File: config.mk
export PLATFORM = sky130hd
export DESIGN_NAME = led_fader
export DESIGN_NICKNAME = d
export VERILOG_FILES = /design/src/rtl/led_fader_pkg.sv /design/src/rtl/led_fader_tick_div.sv /design/src/rtl/led_fader.sv
export SDC_FILE = /design/constraint.sdc
export NUM_CORES = 1
export LEC_CHECK = 0
export BUFFER_PORTS_ARGS = -buffer_cell sky130_fd_sc_hd__buf_2
export CORE_MARGIN = 2
export CORE_UTILIZATION = 25
export CTS_BUF_LIST = sky130_fd_sc_hd__clkbuf_16
export DETAILED_ROUTE_END_ITERATION = 6
export MAX_ROUTING_LAYER = met4
export PLACE_DENSITY = 0.47
export REMOVE_ABC_BUFFERS = 1
export SYNTH_ARGS = -nofsm -noshare
export SYNTH_HDL_FRONTEND = slang
export SYNTH_SLANG_ARGS = --single-unit
File: constraint.sdc
create_clock -name clk -period 4.2 [get_ports clk]
set_input_delay 0.21 -clock clk [delete_from_list [all_inputs] [get_ports clk]]
set_output_delay 0.21 -clock clk [all_outputs]
set_load 0.02 [all_outputs]
File: src/rtl/led_fader_pkg.sv
// Shared constants for the LED fader: brightness width, full level and last PWM count.
package led_fader_pkg;

  localparam int          LVL_W    = 4;
  localparam logic [3:0]  LVL_MAX  = 4'd15;
  localparam logic [3:0]  PWM_LAST = 4'd14;

endpackage

File: src/rtl/led_fader_tick_div.sv
// Free-running modulo-DIV counter producing a one-cycle pulse on its last count.
module tick_div #(
  parameter int unsigned DIV = 1
) (
  input  logic clk,
  input  logic resetn,
  output logic tick
);

  localparam int unsigned       CNT_W = (DIV > 1) ? $clog2(DIV) : 1;
  localparam logic [CNT_W-1:0]  LAST  = CNT_W'(DIV - 1);

  logic [CNT_W-1:0] cnt_reg;

  always_ff @(posedge clk or negedge resetn) begin
    if (!resetn) begin
      cnt_reg <= '0;
    end else if (cnt_reg == LAST) begin
      cnt_reg <= '0;
    end else begin
      cnt_reg <= cnt_reg + 1'b1;
    end
  end

  // DIV=1 keeps the counter at zero, so the pulse is asserted every cycle.
  assign tick = (cnt_reg == LAST);

endmodule

File: src/rtl/led_fader.sv
// LED output stage: full brightness while the pattern bit is set, then a linear
// 16-step PWM fade-out once it drops (or an immediate off when fading is disabled).
module led_fader
  import led_fader_pkg::*;
#(
  parameter int         WIDTH     = 16,
  parameter logic [26:0] PWM_DIV   = 27'd100,
  parameter logic [26:0] DECAY_DIV = 27'd6_250_000
) (
  input  logic             clk,
  input  logic             resetn,
  input  logic [WIDTH-1:0] pat_in,
  input  logic             fade_en,
  output logic [WIDTH-1:0] led_out
);

  logic             pwm_step;
  logic             decay_tick;
  logic [LVL_W-1:0] pwm_cnt_reg;

  tick_div #(.DIV(int'(PWM_DIV))) u_pwm_pre (
    .clk    (clk),
    .resetn (resetn),
    .tick   (pwm_step)
  );

  tick_div #(.DIV(int'(DECAY_DIV))) u_decay_pre (
    .clk    (clk),
    .resetn (resetn),
    .tick   (decay_tick)
  );

  // PWM compare counter stops at 14 so level 15 is lit for the whole frame.
  always_ff @(posedge clk or negedge resetn) begin
    if (!resetn) begin
      pwm_cnt_reg <= '0;
    end else if (pwm_step) begin
      pwm_cnt_reg <= (pwm_cnt_reg == PWM_LAST) ? '0 : pwm_cnt_reg + 1'b1;
    end
  end

  for (genvar gi = 0; gi < WIDTH; gi++) begin : g_ch
    logic [LVL_W-1:0] level_reg;
    logic             led_reg;

    always_ff @(posedge clk or negedge resetn) begin
      if (!resetn) begin
        level_reg <= '0;
        led_reg   <= 1'b0;
      end else begin
        led_reg <= (level_reg > pwm_cnt_reg);
        // A set pattern bit overrides a coincident decay tick.
        if (pat_in[gi]) begin
          level_reg <= LVL_MAX;
        end else if (!fade_en) begin
          level_reg <= '0;
        end else if (decay_tick && (level_reg != '0)) begin
          level_reg <= level_reg - 1'b1;
        end
      end
    end

    assign led_out[gi] = led_reg;
  end

endmodule

==> impl_metrics.xml <==
<?xml version="1.0" encoding="UTF-8"?>
<metrics>
  <group name="run_status">
    <metric name="status" unit="">finished, final reports clean</metric>
  </group>
  <group name="routing">
    <metric name="routed_wire_length_per_instance" unit="um">14.6</metric>
    <metric name="antenna_left" unit="">0</metric>
    <metric name="detailedRoute.firstIterationViolations" unit="">424</metric>
    <metric name="route.detailed.drc" unit="">0</metric>
    <metric name="wl_met1" unit="um">9720</metric>
    <metric name="vias" unit="">6385</metric>
    <metric name="drt-pass1-iter-count" unit="">4</metric>
    <metric name="met2RoutedLength" unit="um">9060</metric>
    <metric name="route.final.wire_length" unit="um">19700</metric>
    <metric name="max_used_layer" unit="">met4</metric>
    <metric name="wl_met3" unit="um">643</metric>
    <metric name="routed_via_density" unit="">4.75</metric>
  </group>
  <group name="setup_path">
    <metric name="reg2reg_depth" unit="">4</metric>
    <metric name="timing.rr.start" unit="">u_decay_pre.cnt_reg[8]$_DFF_PN0_</metric>
    <metric name="cp_num_buf_inv" unit="">0</metric>
    <metric name="rr_endpoint" unit="">g_ch[11].level_reg[1]$_DFFE_PN0P_</metric>
    <metric name="timing.critical_path.max_delay_family" unit="">simple AND/OR/NAND/NOR gates</metric>
    <metric name="r2r_slack" unit="ns">1.75</metric>
    <metric name="critPathMaxFanout" unit="">16</metric>
    <metric name="crit_chain" unit="">or4_4 -&gt; nor4_2 -&gt; a21oi_1 -&gt; a311o_1</metric>
    <metric name="critical_path_class" unit="">flop to flop</metric>
    <metric name="worst_setup_path_start_kind" unit="">flop</metric>
    <metric name="setup.worst_path.end_class" unit="">flop</metric>
    <metric name="critical_path_arrival" unit="ns">2.75</metric>
    <metric name="worstPathRequired" unit="ns">4.50</metric>
    <metric name="critical_path_max_stage_delay" unit="ns">0.82</metric>
    <metric name="crit_path_top_delay_cell" unit="">sky130_fd_sc_hd__or4_4</metric>
  </group>
  <group name="pwr">
    <metric name="p_sw_frac" unit="">0.275</metric>
    <metric name="switchingPower" unit="mW">0.820</metric>
    <metric name="power.static_leakage" unit="nW">3.77</metric>
    <metric name="power.share.sequential" unit="">0.405</metric>
    <metric name="clock_power_share" unit="">0.488</metric>
    <metric name="power.density" unit="nW/um^2">322</metric>
    <metric name="ir_drop" unit="mV">0.271</metric>
    <metric name="combPwrFrac" unit="">0.107</metric>
    <metric name="finalPower" unit="mW">2.99</metric>
    <metric name="internal_power" unit="mW">2.17</metric>
  </group>
  <group name="cells_and_area">
    <metric name="design.final.nets" unit="">1005</metric>
    <metric name="nFillCells" unit="">3461</metric>
    <metric name="finish.cell_count_without_fillers" unit="">1343</metric>
    <metric name="post_route_cells_drive_above_1_share" unit="">0.104</metric>
    <metric name="most_frequent_cells_in_the_layout" unit="">114 x sky130_fd_sc_hd__dfrtp_1, 98 x sky130_fd_sc_hd__ha_1, 80 x sky130_fd_sc_hd__nand2_1</metric>
    <metric name="number_of_antenna_cells_inserted" unit="">0</metric>
    <metric name="largest_register_ffs" unit="">64</metric>
    <metric name="area_growth" unit="%">13.6</metric>
    <metric name="mostFrequentLayoutCell" unit="">sky130_fd_sc_hd__dfrtp_1</metric>
    <metric name="final_core_utilization" unit="">0.287</metric>
  </group>
  <group name="synth">
    <metric name="ys_async_sr_fraction" unit="">1.00</metric>
    <metric name="synthCells" unit="">876</metric>
    <metric name="synth.cell_area" unit="um^2">8180</metric>
    <metric name="count_of_yosys_warnings_during_synthesis" unit="">0</metric>
    <metric name="synth_enable_flop_cells" unit="">0</metric>
    <metric name="syn_area_per_cell" unit="um^2">9.34</metric>
    <metric name="synthTopCellsByArea" unit="">sky130_fd_sc_hd__dfrtp_1 35%, sky130_fd_sc_hd__ha_1 15%, sky130_fd_sc_hd__o21a_1 4.4%, sky130_fd_sc_hd__nand2_1 3.7%, sky130_fd_sc_hd__nor2b_1 3.1%</metric>
    <metric name="portion_of_the_post_synthesis_area_used_by_sequential_elements" unit="">0.349</metric>
    <metric name="ys.flop_type" unit="">sky130_fd_sc_hd__dfrtp_1</metric>
    <metric name="synth-seq-cells" unit="">114</metric>
    <metric name="netlist_cell_types" unit="">43</metric>
    <metric name="cell_taking_the_most_area_after_synthesis" unit="">sky130_fd_sc_hd__dfrtp_1</metric>
    <metric name="yosys.area.top_type_share" unit="">0.349</metric>
  </group>
  <group name="sta">
    <metric name="timing.final.max_slew_violations" unit="">0</metric>
    <metric name="setup-tns-final" unit="ns">0</metric>
    <metric name="clock_skew" unit="ns">0.0172</metric>
    <metric name="timing.final.setup_violations" unit="">0</metric>
    <metric name="post-route-min-period" unit="ns">2.45</metric>
    <metric name="finalCritPeriodShare" unit="">0.583</metric>
    <metric name="max_freq" unit="MHz">408</metric>
    <metric name="maxSlewHeadroom" unit="">0.292</metric>
    <metric name="worst_slew_pin_slew" unit="ns">1.06</metric>
    <metric name="grt_setup_unrepaired" unit="">no</metric>
    <metric name="endpoints_failing_hold" unit="">0</metric>
  </group>
  <group name="clocking">
    <metric name="clock-sinks" unit="">114</metric>
    <metric name="clock_insertion_delay_worst_skew" unit="ns">0.43</metric>
    <metric name="cts.path.max_buffers" unit="">2</metric>
    <metric name="htreeDepth" unit="">4</metric>
    <metric name="clock_slew_seen_by_the_registers_of_the_worst_setup_and_hold_paths" unit="ns">0.06</metric>
    <metric name="cts-root-buf" unit="">sky130_fd_sc_hd__clkbuf_16</metric>
    <metric name="postCtsResizedCells" unit="">0</metric>
    <metric name="tritoncts_buffers" unit="">17</metric>
    <metric name="tritoncts" unit="">done</metric>
  </group>
  <group name="placed_design">
    <metric name="place.gp.congestion" unit="">0.758</metric>
    <metric name="place.detailed.hpwl" unit="um">12500</metric>
    <metric name="io_buf_count" unit="">34</metric>
    <metric name="dpl.cell_count" unit="">1310</metric>
  </group>
  <group name="global_routing">
    <metric name="via_count_of_the_first_global_routing_pass" unit="">6453</metric>
    <metric name="grt.overflow.total" unit="">0</metric>
    <metric name="grt_start_max_net_pins" unit="">115</metric>
    <metric name="grt_first_pass_wirelength" unit="um">33300</metric>
    <metric name="gr-usage-all-layers" unit="">0.126</metric>
    <metric name="grt_antenna_before_repair" unit="">0</metric>
  </group>
  <group name="die">
    <metric name="placement_rows" unit="">66</metric>
    <metric name="die_y" unit="um">185</metric>
    <metric name="top_level_ports" unit="">35</metric>
    <metric name="die_w" unit="um">185</metric>
    <metric name="fp.dieArea" unit="um^2">34200</metric>
    <metric name="fp.coreArea" unit="um^2">32400</metric>
    <metric name="initial_utilization" unit="">0.253</metric>
  </group>
  <group name="worst_hold_path">
    <metric name="min_path_cells" unit="">2</metric>
    <metric name="worstHoldPathType" unit="">input pin to flop</metric>
    <metric name="hold-path-endpoint" unit="">g_ch[9].level_reg[0]$_DFFE_PN0P_</metric>
    <metric name="timing.hold.worst.start" unit="">pat_in[9]</metric>
  </group>
  <group name="flow_run">
    <metric name="cap_violations" unit="">0</metric>
  </group>
</metrics>
-- area by class of cell --
type                    instances  area (um^2)  area share
clock buffers                  17          425      0.0458
clock inverters                15          159      0.0171
inverters                      61          229      0.0246
multi-input cells             651         4820       0.518
flip-flops and latches        114         2850       0.307
well taps                     442          553      0.0595
repair buffers                 43          258      0.0277
-- routing by layer --
metal / global-route usage / up-vias
met1: 0.162 / 3077
met2: 0.201 / 83
met4: 0.0390 / 0
met3: 0.0246 / 23
met5: - / -
li1: - / 3202
-- power by group through the flow --
stage | clock (mW) | sequential (mW) | combinational [mW]
final | 1.46 | 1.21 | 0.320
after floorplan | 0 | 1.23 | 0.197
after global routing | 1.55 | 1.22 | 0.375
after CTS | 1.51 | 1.21 | 0.326
after detailed placement | 0 | 1.23 | 0.323
after global placement | 0 | 1.23 | 0.316
-- Yosys cell counts (all sizes together), types with 24 or more instances --
cell type,number
a31oi,26
buf,26
nor2,38
ha,98
nand4,33
a21oi,39
nor2b,40
nand3,41
nor3b,32
inv,61
nand2,80
o211ai,32
o21a,48
clkbuf,24
dfrtp,114
-- stage by stage --
stage,hold WS [ns],instance area [um^2],setup WS [ns]
4_1_cts,0.0109,9300,1.76
5_1_grt,0.0300,9300,1.58
2_1_floorplan,-0.0856,7890,-0.126
3_3_place_gp,0.375,8700,1.80
6_report,0.0352,9300,1.75
3_5_place_dp,0.375,8700,1.78
-- kinds of logic after synthesis --
kind of cell	after synthesis	share of synthesized area
simple gates	342	0.251
compound gates	189	0.163
flops	114	0.349
buf+inv	111	0.0632
fa+ha+maj	98	0.150
xor+xnor	17	0.0182
mux	5	0.00627
-- worst max-delay path by stage --
stage,from,end,slack (ns),cells after the start
2_1_floorplan,u_decay_pre.cnt_reg[0]$_DFF_PN0_,g_ch[0].level_reg[1]$_DFFE_PN0P_,-0.13,5
3_3_place_gp,u_decay_pre.cnt_reg[8]$_DFF_PN0_,g_ch[14].level_reg[1]$_DFFE_PN0P_,1.80,4
4_1_cts,u_decay_pre.cnt_reg[8]$_DFF_PN0_,g_ch[15].level_reg[1]$_DFFE_PN0P_,1.76,4
6_report,u_decay_pre.cnt_reg[8]$_DFF_PN0_,g_ch[11].level_reg[1]$_DFFE_PN0P_,1.75,4
5_1_grt,u_decay_pre.cnt_reg[0]$_DFF_PN0_,g_ch[4].level_reg[1]$_DFFE_PN0P_,1.58,6
3_5_place_dp,u_decay_pre.cnt_reg[8]$_DFF_PN0_,g_ch[15].level_reg[1]$_DFFE_PN0P_,1.78,4
-- timing repair --
| action | in CTS | in global routing |
|---|---|---|
| hold buffers | 1 | 0 |
| setup buffers | 0 | 0 |
| hold endpoints to repair | 114 | 0 |
Power figures use the tool's default switching activity.
